$ cat config.mk
export PLATFORM = sky130hd
export DESIGN_NAME = imm_seq_ctrl
export DESIGN_NICKNAME = d
export VERILOG_FILES = /design/src/rtl/imm_seq_ctrl.sv
export SDC_FILE = /design/constraint.sdc
export NUM_CORES = 1
export LEC_CHECK = 0
export CAP_MARGIN = 20
export CORE_ASPECT_RATIO = 1.5
export CORE_MARGIN = 5
export CORE_UTILIZATION = 40
export CTS_BUF_LIST = sky130_fd_sc_hd__clkbuf_2
export CTS_CLUSTER_DIAMETER = 40
export DETAILED_ROUTE_END_ITERATION = 6
export PLACE_DENSITY = 0.78
export SYNTH_ARGS = -nofsm -noshare
export SYNTH_HDL_FRONTEND = slang
export SYNTH_SLANG_ARGS = --single-unit
export TNS_END_PERCENT = 1
$ cat constraint.sdc
create_clock -name i_clock -period 1.7 [get_ports i_clock]
set_input_delay 0.34 -clock i_clock [delete_from_list [all_inputs] [get_ports i_clock]]
set_output_delay 0.34 -clock i_clock [all_outputs]
set_load 0.005 [all_outputs]
$ cat src/rtl/imm_seq_ctrl.sv
// -----------------------------------------------------------------------------
// imm_seq_ctrl
//
// Purpose
//   Multicycle sequencer that owns the sign-extender format select in the
//   RISC-V core. It accepts one instruction per handshake from fetch and
//   decodes the opcode into an immediate format. It leaves one cycle for the
//   registered sign extender to settle, then steps EXEC / MEM / WB. Along the
//   way it drives the datapath strobes and counts retired instructions.
//
//   State flow:
//     IDLE -> DECODE -> [IMM_WAIT] -> EXEC -> [MEM] -> WB -> IDLE
//   DECODE or MEM may branch to TRAP. TRAP waits for i_trap_clr.
//
// Parameters
//   MEM_TIMEOUT  maximum number of MEM cycles spent waiting for i_mem_ack (>=1)
//   CNT_W        width of the retired-instruction counter
//   EXT_NONE     ext_sel code meaning "no immediate"
//
// Ports
//   i_clock        system clock, rising edge
//   i_reset        asynchronous active-high reset
//   i_instr_valid  fetch presents i_instr
//   i_instr        32-bit instruction word
//   o_instr_ready  controller accepts an instruction (IDLE only)
//   o_ext_sel      immediate format to the sign extender (registered)
//   o_alu_src_imm  ALU operand B takes the immediate (EXEC cycle)
//   i_br_taken     branch compare result, sampled in EXEC
//   o_mem_req      memory request, held until ack or timeout
//   o_mem_we       1 = store, 0 = load; valid with o_mem_req
//   i_mem_ack      memory completion (ignored outside MEM)
//   o_reg_we       register-file write strobe (one WB cycle)
//   o_pc_we        PC update strobe (one WB cycle)
//   o_pc_sel       00 pc+4, 01 pc+imm, 10 rs1+imm; valid with o_pc_we
//   o_trap         illegal opcode or memory timeout; sticky until i_trap_clr
//   i_trap_clr     clears the trap and returns to IDLE
//   o_retired      count of instructions completed through WB (wraps)
// -----------------------------------------------------------------------------
module imm_seq_ctrl #(
    parameter int          MEM_TIMEOUT = 15,
    parameter int          CNT_W       = 16,
    parameter logic [3:0]  EXT_NONE    = 4'b1110
) (
    input  logic             i_clock,
    input  logic             i_reset,
    input  logic             i_instr_valid,
    input  logic [31:0]      i_instr,
    output logic             o_instr_ready,
    output logic [3:0]       o_ext_sel,
    output logic             o_alu_src_imm,
    input  logic             i_br_taken,
    output logic             o_mem_req,
    output logic             o_mem_we,
    input  logic             i_mem_ack,
    output logic             o_reg_we,
    output logic             o_pc_we,
    output logic [1:0]       o_pc_sel,
    output logic             o_trap,
    input  logic             i_trap_clr,
    output logic [CNT_W-1:0] o_retired
);

    localparam logic [6:0] OP_IMM    = 7'b0010011;
    localparam logic [6:0] OP_LOAD   = 7'b0000011;
    localparam logic [6:0] OP_JALR   = 7'b1100111;
    localparam logic [6:0] OP_STORE  = 7'b0100011;
    localparam logic [6:0] OP_BRANCH = 7'b1100011;
    localparam logic [6:0] OP_LUI    = 7'b0110111;
    localparam logic [6:0] OP_AUIPC  = 7'b0010111;
    localparam logic [6:0] OP_JAL    = 7'b1101111;
    localparam logic [6:0] OP_REG    = 7'b0110011;

    localparam logic [3:0] EXT_I     = 4'd0;
    localparam logic [3:0] EXT_S     = 4'd1;
    localparam logic [3:0] EXT_B     = 4'd2;
    localparam logic [3:0] EXT_U     = 4'd3;
    localparam logic [3:0] EXT_J     = 4'd4;
    localparam logic [3:0] EXT_SHAMT = 4'd5;

    // Wait counter only has to hold 0 .. MEM_TIMEOUT-1.
    localparam int TW = (MEM_TIMEOUT < 2) ? 1 : $clog2(MEM_TIMEOUT);
    localparam logic [TW-1:0]    WAIT_LAST = TW'(MEM_TIMEOUT - 1);
    localparam logic [TW-1:0]    WAIT_ONE  = TW'(1);
    localparam logic [CNT_W-1:0] CNT_ONE   = CNT_W'(1);

    typedef enum logic [2:0] {
        S_IDLE,
        S_DECODE,
        S_IMM_WAIT,
        S_EXEC,
        S_MEM,
        S_WB,
        S_TRAP
    } state_t;

    state_t           r_state;
    logic [31:0]      r_ir;
    logic [3:0]       r_ext_sel;
    logic             r_instr_ready;
    logic             r_alu_src_imm;
    logic             r_mem_req;
    logic             r_mem_we;
    logic             r_reg_we;
    logic             r_pc_we;
    logic [1:0]       r_pc_sel;
    logic             r_trap;
    logic [TW-1:0]    r_wait_cnt;
    logic [CNT_W-1:0] r_retired;

    logic [6:0] w_opcode;
    logic [2:0] w_funct3;
    logic [4:0] w_rd;
    logic       w_legal;
    logic [3:0] w_dec_ext;
    logic       w_is_reg;
    logic       w_is_store;
    logic       w_is_mem;
    logic       w_is_branch;
    logic [1:0] w_wb_pc_sel;
    logic       w_wb_reg_we;
    logic       w_unused_ir;

    assign w_opcode    = r_ir[6:0];
    assign w_rd        = r_ir[11:7];
    assign w_funct3    = r_ir[14:12];
    assign w_unused_ir = ^r_ir[31:15];

    assign w_is_reg    = (w_opcode == OP_REG);
    assign w_is_store  = (w_opcode == OP_STORE);
    assign w_is_mem    = (w_opcode == OP_LOAD) || w_is_store;
    assign w_is_branch = (w_opcode == OP_BRANCH);

    // Immediate format per opcode; unknown opcodes flag an illegal instruction.
    always_comb begin
        w_legal   = 1'b1;
        w_dec_ext = EXT_NONE;
        case (w_opcode)
            OP_IMM:            w_dec_ext = ((w_funct3 == 3'b001) || (w_funct3 == 3'b101))
                                           ? EXT_SHAMT : EXT_I;
            OP_LOAD, OP_JALR:  w_dec_ext = EXT_I;
            OP_STORE:          w_dec_ext = EXT_S;
            OP_BRANCH:         w_dec_ext = EXT_B;
            OP_LUI, OP_AUIPC:  w_dec_ext = EXT_U;
            OP_JAL:            w_dec_ext = EXT_J;
            OP_REG:            w_dec_ext = EXT_NONE;
            default:           w_legal   = 1'b0;
        endcase
    end

    // WB strobe values, loaded on the transition into WB. Branches always go
    // EXEC -> WB, so i_br_taken is consumed exactly on the EXEC cycle.
    always_comb begin
        w_wb_pc_sel = 2'b00;
        if (w_opcode == OP_JAL) begin
            w_wb_pc_sel = 2'b01;
        end else if (w_opcode == OP_JALR) begin
            w_wb_pc_sel = 2'b10;
        end else if (w_is_branch && i_br_taken) begin
            w_wb_pc_sel = 2'b01;
        end
    end

    assign w_wb_reg_we = !w_is_store && !w_is_branch && (w_rd != 5'd0);

    // State and all outputs are registered together; every output reflects
    // the state it belongs to in the same cycle.
    always_ff @(posedge i_clock or posedge i_reset) begin
        if (i_reset) begin
            r_state       <= S_IDLE;
            r_ir          <= '0;
            r_ext_sel     <= EXT_NONE;
            r_instr_ready <= 1'b1;
            r_alu_src_imm <= 1'b0;
            r_mem_req     <= 1'b0;
            r_mem_we      <= 1'b0;
            r_reg_we      <= 1'b0;
            r_pc_we       <= 1'b0;
            r_pc_sel      <= 2'b00;
            r_trap        <= 1'b0;
            r_wait_cnt    <= '0;
            r_retired     <= '0;
        end else begin
            // Single-cycle strobes fall back low unless re-armed below.
            r_alu_src_imm <= 1'b0;
            r_reg_we      <= 1'b0;
            r_pc_we       <= 1'b0;
            r_pc_sel      <= 2'b00;

            case (r_state)
                S_IDLE: begin
                    if (i_instr_valid) begin
                        r_ir          <= i_instr;
                        r_instr_ready <= 1'b0;
                        r_state       <= S_DECODE;
                    end
                end

                S_DECODE: begin
                    if (!w_legal) begin
                        r_trap  <= 1'b1;
                        r_state <= S_TRAP;
                    end else begin
                        r_ext_sel <= w_dec_ext;
                        // R-type has no immediate, so nothing to wait for.
                        r_state   <= w_is_reg ? S_EXEC : S_IMM_WAIT;
                    end
                end

                S_IMM_WAIT: begin
                    r_alu_src_imm <= 1'b1;
                    r_state       <= S_EXEC;
                end

                S_EXEC: begin
                    if (w_is_mem) begin
                        r_mem_req  <= 1'b1;
                        r_mem_we   <= w_is_store;
                        r_wait_cnt <= '0;
                        r_state    <= S_MEM;
                    end else begin
                        r_pc_we  <= 1'b1;
                        r_pc_sel <= w_wb_pc_sel;
                        r_reg_we <= w_wb_reg_we;
                        r_state  <= S_WB;
                    end
                end

                S_MEM: begin
                    // An ack on the last allowed cycle still completes.
                    if (i_mem_ack) begin
                        r_mem_req <= 1'b0;
                        r_mem_we  <= 1'b0;
                        r_pc_we   <= 1'b1;
                        r_pc_sel  <= w_wb_pc_sel;
                        r_reg_we  <= w_wb_reg_we;
                        r_state   <= S_WB;
                    end else if (r_wait_cnt == WAIT_LAST) begin
                        r_mem_req <= 1'b0;
                        r_mem_we  <= 1'b0;
                        r_trap    <= 1'b1;
                        r_state   <= S_TRAP;
                    end else begin
                        r_wait_cnt <= r_wait_cnt + WAIT_ONE;
                    end
                end

                S_WB: begin
                    r_retired     <= r_retired + CNT_ONE;
                    r_instr_ready <= 1'b1;
                    r_state       <= S_IDLE;
                end

                S_TRAP: begin
                    // instr_ready stays low here, so a fetch presented in the
                    // clearing cycle is not taken.
                    if (i_trap_clr) begin
                        r_trap        <= 1'b0;
                        r_instr_ready <= 1'b1;
                        r_state       <= S_IDLE;
                    end
                end

                default: begin
                    r_instr_ready <= 1'b1;
                    r_state       <= S_IDLE;
                end
            endcase
        end
    end

    assign o_instr_ready = r_instr_ready;
    assign o_ext_sel     = r_ext_sel;
    assign o_alu_src_imm = r_alu_src_imm;
    assign o_mem_req     = r_mem_req;
    assign o_mem_we      = r_mem_we;
    assign o_reg_we      = r_reg_we;
    assign o_pc_we       = r_pc_we;
    assign o_pc_sel      = r_pc_sel;
    assign o_trap        = r_trap;
    assign o_retired     = r_retired;

endmodule

==> reports/metrics.csv <==
stage;metric;value;unit
critical_path;startpoint_type;register;
die;coreArea;0.00574;sq mm
timing;slew_violations;0;
synthesis;synth_edf_count;0;
outcome;status;finished, final reports clean;
clock_tree;clock_path_buffers;2;
timing;setup_violations;0;
critical_path;critPathLaunch;r_ir[6]$_DFFE_PP0P_;
final_layout;stdcell_area;0.00316;sq mm
global_routing;grt_pass1_vias;1992;
final_layout;nFillCells;524;
global_routing;grt_pass1_wl;8880;microns
drt;drt_iter0_drc;47;
timing;fin_crit_sh;0.982;
clock_tree;clkSlewWorstSetupHoldPaths;240;ps
synthesis;synth_warnings;0;
timing;max_slew_margin;0.805;
final_layout;ff_latch_area;0.00126;sq mm
die;row_count;34;
pwr;power_leakage;0.00149;uW
critical_path;crit_fanout;4;
critical_path;critical_path_arrival;2050;ps
drt;drcViolationCount;0;
final_layout;finalNonFillerCells;356;
final_layout;diodes;0;
synthesis;syn_area;0.00235;sq mm
die;fp.dieW;72.6;microns
placement;place_inst;346;
synthesis;ys_ff_latch;50;
critical_path;reg2reg_slack;30;ps
die;dieArea;0.00754;sq mm
global_routing;grt_usage;0.145;
drt;vias;1846;
die;die_h;104;microns
global_routing;antenna_found_initial;0;
critical_path;r2r_end;o_ext_sel[1]$_DFFE_PP1P_;
timing;fin_hold_ws;221;ps
critical_path;timing.rr.start;r_ir[6]$_DFFE_PP0P_;
placement;placed_area;0.00307;sq mm
drt;first_pass_iters;4;
clock_tree;cts_buffers;5;
clock_tree;cts-root-buf;clkbuf_2;
clock_tree;htreeDepth;2;
timing;min_period;1670;ps
pwr;p_per_area;1410;mW/mm^2
final_layout;area_growth;34.4;%
timing;skew;17.0;ps
timing;fmax;599;MHz
global_routing;grt_max_degree;51;
critical_path;crit_required;2080;ps
run;max_cap_viol_count;0;
synthesis;avgSynthCellArea;11.1;sq um
final_layout;drive_above_1_share;0.222;
synthesis;synth_ff_type;dfrtp_1;
synthesis;ys_types;47;
placement;gp_congestion;0.767;
clock_tree;insertion_delay;430;ps
synthesis;synthesis.nets;253;
critical_path;cp-end-kind;register;
die;pin_count;67;
timing;worst_pin_slew;292;ps
placement;post-dp-hpwl;3960;microns
clock_tree;clock-sinks;50;
final_layout;fin_nets;324;
pwr;ir_drop;0.609;mV
synthesis;netlist_instances;212;
clock_tree;cts_tree;yes;
synthesis;ys_seq_area_frac;0.535;
die;start_util;0.409;
drt;ant_nets;0;
synthesis;postSynth.asyncResetShare;1.00;
final_layout;multiInputGateArea;0.00103;sq mm
drt;vias_per_cell;5.19;
critical_path;reg2reg_depth;5;
critical_path;crit_type;reg -> reg;
timing;finalHoldViolCount;0;
worst_hold_path;min_path_type;in -> async;
global_routing;grt_overflow;0;
drt;drt-total-wl;5170;microns
drt;wire_per_inst;14.5;microns
timing;rsz0062_at_grt;yes;
placement;portBuffers;48;
## cell usage in the layout (no fill, tap or decap), types with 3 or more instances in the layout
master           instances
a21oi_1                  9
and3_1                   4
buf_4                   23
clkbuf_2                 6
clkdlybuf4s50_1         22
dfrtp_1                 44
dfstp_2                  4
dlygate4sd2_1           24
ha_1                     3
inv_1                   10
mux2_2                  13
nand2_1                 16
nand2b_1                 4
nand3_1                  9
nand4_1                  5
nor2_1                  12
nor3_1                   4
o21a_1                   3
o21ai_0                  6
o22ai_1                  3
xnor2_1                 13
xor2_1                   4
## Yosys cell counts, drive strengths merged (2+ instances only)
library cell | number | area share
a31oi | 2 | 0.0053
nand4bb | 2 | 0.017
nand3 | 9 | 0.019
mux2 | 13 | 0.062
o21a | 3 | 0.0096
dfrtp | 46 | 0.49
nand2 | 16 | 0.026
and4 | 2 | 0.0075
a221oi | 2 | 0.0075
nor3b | 3 | 0.012
inv | 11 | 0.018
buf | 6 | 0.015
a21oi | 9 | 0.019
o22ai | 4 | 0.011
nor3 | 5 | 0.013
o211ai | 2 | 0.0064
clkbuf | 3 | 0.0053
nand2b | 4 | 0.011
dfstp | 4 | 0.045
nand4 | 5 | 0.013
and3 | 4 | 0.011
nor4 | 3 | 0.0080
xor2 | 4 | 0.015
o21ai | 7 | 0.015
ha | 3 | 0.016
xnor2 | 13 | 0.048
nor2 | 12 | 0.019
or2 | 2 | 0.0053
## area by class of cell
type                       count  area share
sequential                    50       0.399
multi-input combinational    142       0.328
timing repair buffer          73       0.212
tap                           72      0.0285
inverter                      11      0.0131
clock inverter                 2      0.0107
clock buffer                   6     0.00952
## per-stage QoR
| stage | setup TNS (ps) | power, uW | setup slack (ps) | utilization |
|---|---|---|---|---|
| floorplan | 0 | 3010 | 54.4 | - |
| global placement | -664 | 3800 | -57.6 | 0.534 |
| detailed placement | -926 | 3890 | -85.1 | 0.534 |
| CTS | 0 | 4430 | 12.9 | 0.542 |
| global route | -38.7 | 4780 | -27.3 | 0.549 |
| finish | 0 | 4450 | 31.2 | 0.549 |
## metal layers
| metal | wire length, microns | global-route usage | up-vias |
|---|---|---|---|
| li1 | - | - | 894 |
| met1 | 1940 | 0.158 | 909 |
| met4 | 112 | 0.0633 | 0 |
| met2 | 2920 | 0.262 | 35 |
| met5 | 0 | 0 | - |
| met3 | 199 | 0.0262 | 8 |
## worst max path at each step
| stage | end | depth (start not counted) |
|---|---|---|
| floorplan | r_wait_cnt[1]$_DFFE_PP0P_ | 5 |
| CTS | o_reg_we | 1 |
| detailed placement | r_ir[10]$_DFFE_PP0P_ | 5 |
| global route | o_ext_sel[1]$_DFFE_PP1P_ | 5 |
| finish | o_ext_sel[1]$_DFFE_PP1P_ | 5 |
| global placement | r_ir[8]$_DFFE_PP0P_ | 5 |
## flip-flops by register name (all words and copies together), names as in the netlist, 2 cells and up
signal	cells
o_ext_sel	4
r_ir	14
o_pc_sel	2
o_retired	16
r_wait_cnt	4
r_state	3
## report_power, final
group	leakage (uW)	total [uW]	internal (uW)	switching, uW
clock network	0.0000406	615	250	364
logic	0.000812	1820	1020	805
registers	0.000633	2010	1630	377
total	0.00149	4450	2900	1550
## repair_timing
| item | in CTS | in global routing |
|---|---|---|
| cloned | 0 | 0 |
| setup endpoints to repair | 24 | 9 |
| hold buffers | 0 | 0 |
| resized for setup | 24 | 10 |
| pin swaps | 0 | 4 |
| buffers inserted | 1 | 1 |
## cells by family after synthesis
family	share of synthesized area
flip-flops	0.535
adder cells (fa/ha/maj)	0.0160
XOR/XNOR	0.0634
buffers and inverters	0.0378
multiplexers	0.0623
AND/OR/NAND/NOR	0.182
AO/OA/AOI/OAI	0.103
## worst max-delay path, cell delays in order (launching register included)
cell,delay [ps]
dfrtp_1,470
nand4bb_4,240
or2_4,260
a311oi_4,330
buf_4,190
o32a_1,140
No activity file was read; power rests on OpenSTA's default activity.
==> RTL change, RTL diff (same flow settings) <==
Re-encode `state_t` (7 states) as Gray code, 3 bits wide.
--- a/src/rtl/imm_seq_ctrl.sv
+++ b/src/rtl/imm_seq_ctrl.sv
@@ -84,13 +84,13 @@
     localparam logic [CNT_W-1:0] CNT_ONE   = CNT_W'(1);
 
     typedef enum logic [2:0] {
-        S_IDLE,
-        S_DECODE,
-        S_IMM_WAIT,
-        S_EXEC,
-        S_MEM,
-        S_WB,
-        S_TRAP
+        S_IDLE     = 3'b000,
+        S_DECODE   = 3'b001,
+        S_IMM_WAIT = 3'b011,
+        S_EXEC     = 3'b010,
+        S_MEM      = 3'b110,
+        S_WB       = 3'b111,
+        S_TRAP     = 3'b101
     } state_t;
 
     state_t           r_state;
Formal check against the unedited RTL: same outputs for any inputs over 10 cycles, from zero or initial values and one cycle with i_reset high; not proved beyond that.
==> RTL change against the unedited design <==
Count of clock-buffer cells in the layout fell by 1; area after synthesis rose by 4.3%; power down 2.6%; cell area up 2.5%; wire length up 6.9%; clock power grew 29%; critical path depth down 1; cell count grew 3.7%; sequential share of layout area fell by 1.0 points; synthesized cell count up 7.1%; setup slack better by 11 ps; sequential cell count stayed put; critical path type unchanged; highest routed layer unchanged.
==> RTL change: results (changes against the unedited design) <==
| Metric | Value |
|---|---|
| Met2 wire len | 2991 µm (was 2917 µm) |
| Final net count | 335 (was 324) |
| Vias in the first global route | 1976 (was 1992) |
| Worst slew pin tran | 380.3 ps (was 291.8 ps) |
| Gr usage total | 15.05% (was 14.46%) |
| Syn_nets | 268 (was 253) |
| Non-filler cells, final | 369 (was 356) |
| Maximum fanout along the worst path | 8 (was 4) |
| Switching pwr | 1.483 mW (was 1.546 mW) |
| Clock-cell share of area | 2.902% (was 2.022%) |
| Reg-to-reg endpoint | o_ext_sel[2]$_DFFE_PP1P_ (was o_ext_sel[1]$_DFFE_PP1P_) |
| Worst Clk Skew | 22.88 ps (was 16.98 ps) |
| Met2 Usage GRT | 26.33% (was 26.23%) |
| Synth top area cells | dfrtp_1, mux2_2, dfstp_2, xnor2_1, nand2_1 (was dfrtp_1, mux2_2, xnor2_1, dfstp_2, nand2_1) |
| Static leakage | 1.529 nW (was 1.485 nW) |
| WL met1 | 2124 µm (was 1944 µm) |
| Post-DR vias/cell | 5.301 (was 5.185) |
| CP delay by family, top | compound AO/OA/AOI/OAI gates (was simple AND/OR/NAND/NOR gates) |
| Largest net degree at the start of global routing | 32 (was 51) |
| DP HPWL | 4282 µm (was 3963 µm) |
| Filler instances | 540 (was 524) |
| 1st-iter DRT viols | 77 (was 47) |
| Buffers, non-clock | 70 (was 73) |
| GRT met3 Usage | 3.244% (was 2.616%) |
| Status | finished, final reports clean (unchanged) |
| Share of layout cells above drive strength 1 | 20.34% (was 22.18%) |
| Non-clock buffer share of cell area | 19.31% (was 21.17%) |
| Register area | 0.001257 mm² (was 0.001259 mm²) |
| Slowest-stage cell, CP | dfrtp_2 (was dfrtp_1) |
| Netlist cell types | 50 (was 47) |
| Placer Congestion | 0.8429 (was 0.7673) |
| Post-synthesis sequential area ratio | 51.28% (was 53.49%) |
| Cells after DPL | 361 (was 346) |
| Routed length on met3 | 266 µm (was 199 µm) |
| Area Growth Syn to Fin | 31.97% (was 34.36%) |
==> RTL change: power by group through the flow <==
stage	clock, mW	combinational, mW	sequential (mW)
floorplan	0	1.08	1.80
global placement	0	1.69	1.85
detailed placement	0	1.73	1.87
CTS	0.811	1.68	1.84
global route	0.855	1.86	1.91
finish	0.793	1.69	1.85
==> RTL change: cell families after synthesis <==
| logic type | Yosys count | share of synthesized area, % |
|---|---|---|
| compound gates | 41 | 12.77 |
| mux | 17 | 7.661 |
| fa+ha+maj | 3 | 1.532 |
| buf+inv | 21 | 3.677 |
| simple gates | 80 | 17.72 |
| flops | 50 | 51.28 |
| xor+xnor | 15 | 5.363 |
==> RTL change: per-stage QoR <==
step / util, % / setup TNS, ps / hold WS, ps / setup WS, ps
after floorplan: - / 0 / 456.8 / 18.58
after global placement: 51.95 / -19.67 / 459.3 / -4.815
after detailed placement: 51.95 / -54.77 / 487.6 / -15.55
after CTS: 53.04 / 0 / 194.6 / 2.534
after global routing: 53.50 / -44.05 / 204.8 / -35.09
final: 53.50 / 0 / 203.0 / 42.26
==> RTL change: timing repair <==
item | in CTS | in global routing
setup endpoints to repair | 28 | 17
endpoints found under the hold margin | 0 | 0
gates resized for setup | 27 | 9
cloned | 0 | 0
buffers inserted | 0 | 0
pin swaps | 0 | 1
==> RTL change: how the worst max path moves through the flow <==
stage	to	slack [ps]	cells after the start
CTS	o_pc_sel[1]	3	1
global route	o_ext_sel[2]$_DFFE_PP1P_	-40	4
floorplan	o_ext_sel[2]$_DFFE_PP1P_	20	5
global placement	r_ir[4]$_DFFE_PP0P_	-5	5
detailed placement	r_ir[0]$_DFFE_PP0P_	-20	5
finish	o_ext_sel[2]$_DFFE_PP1P_	40	4
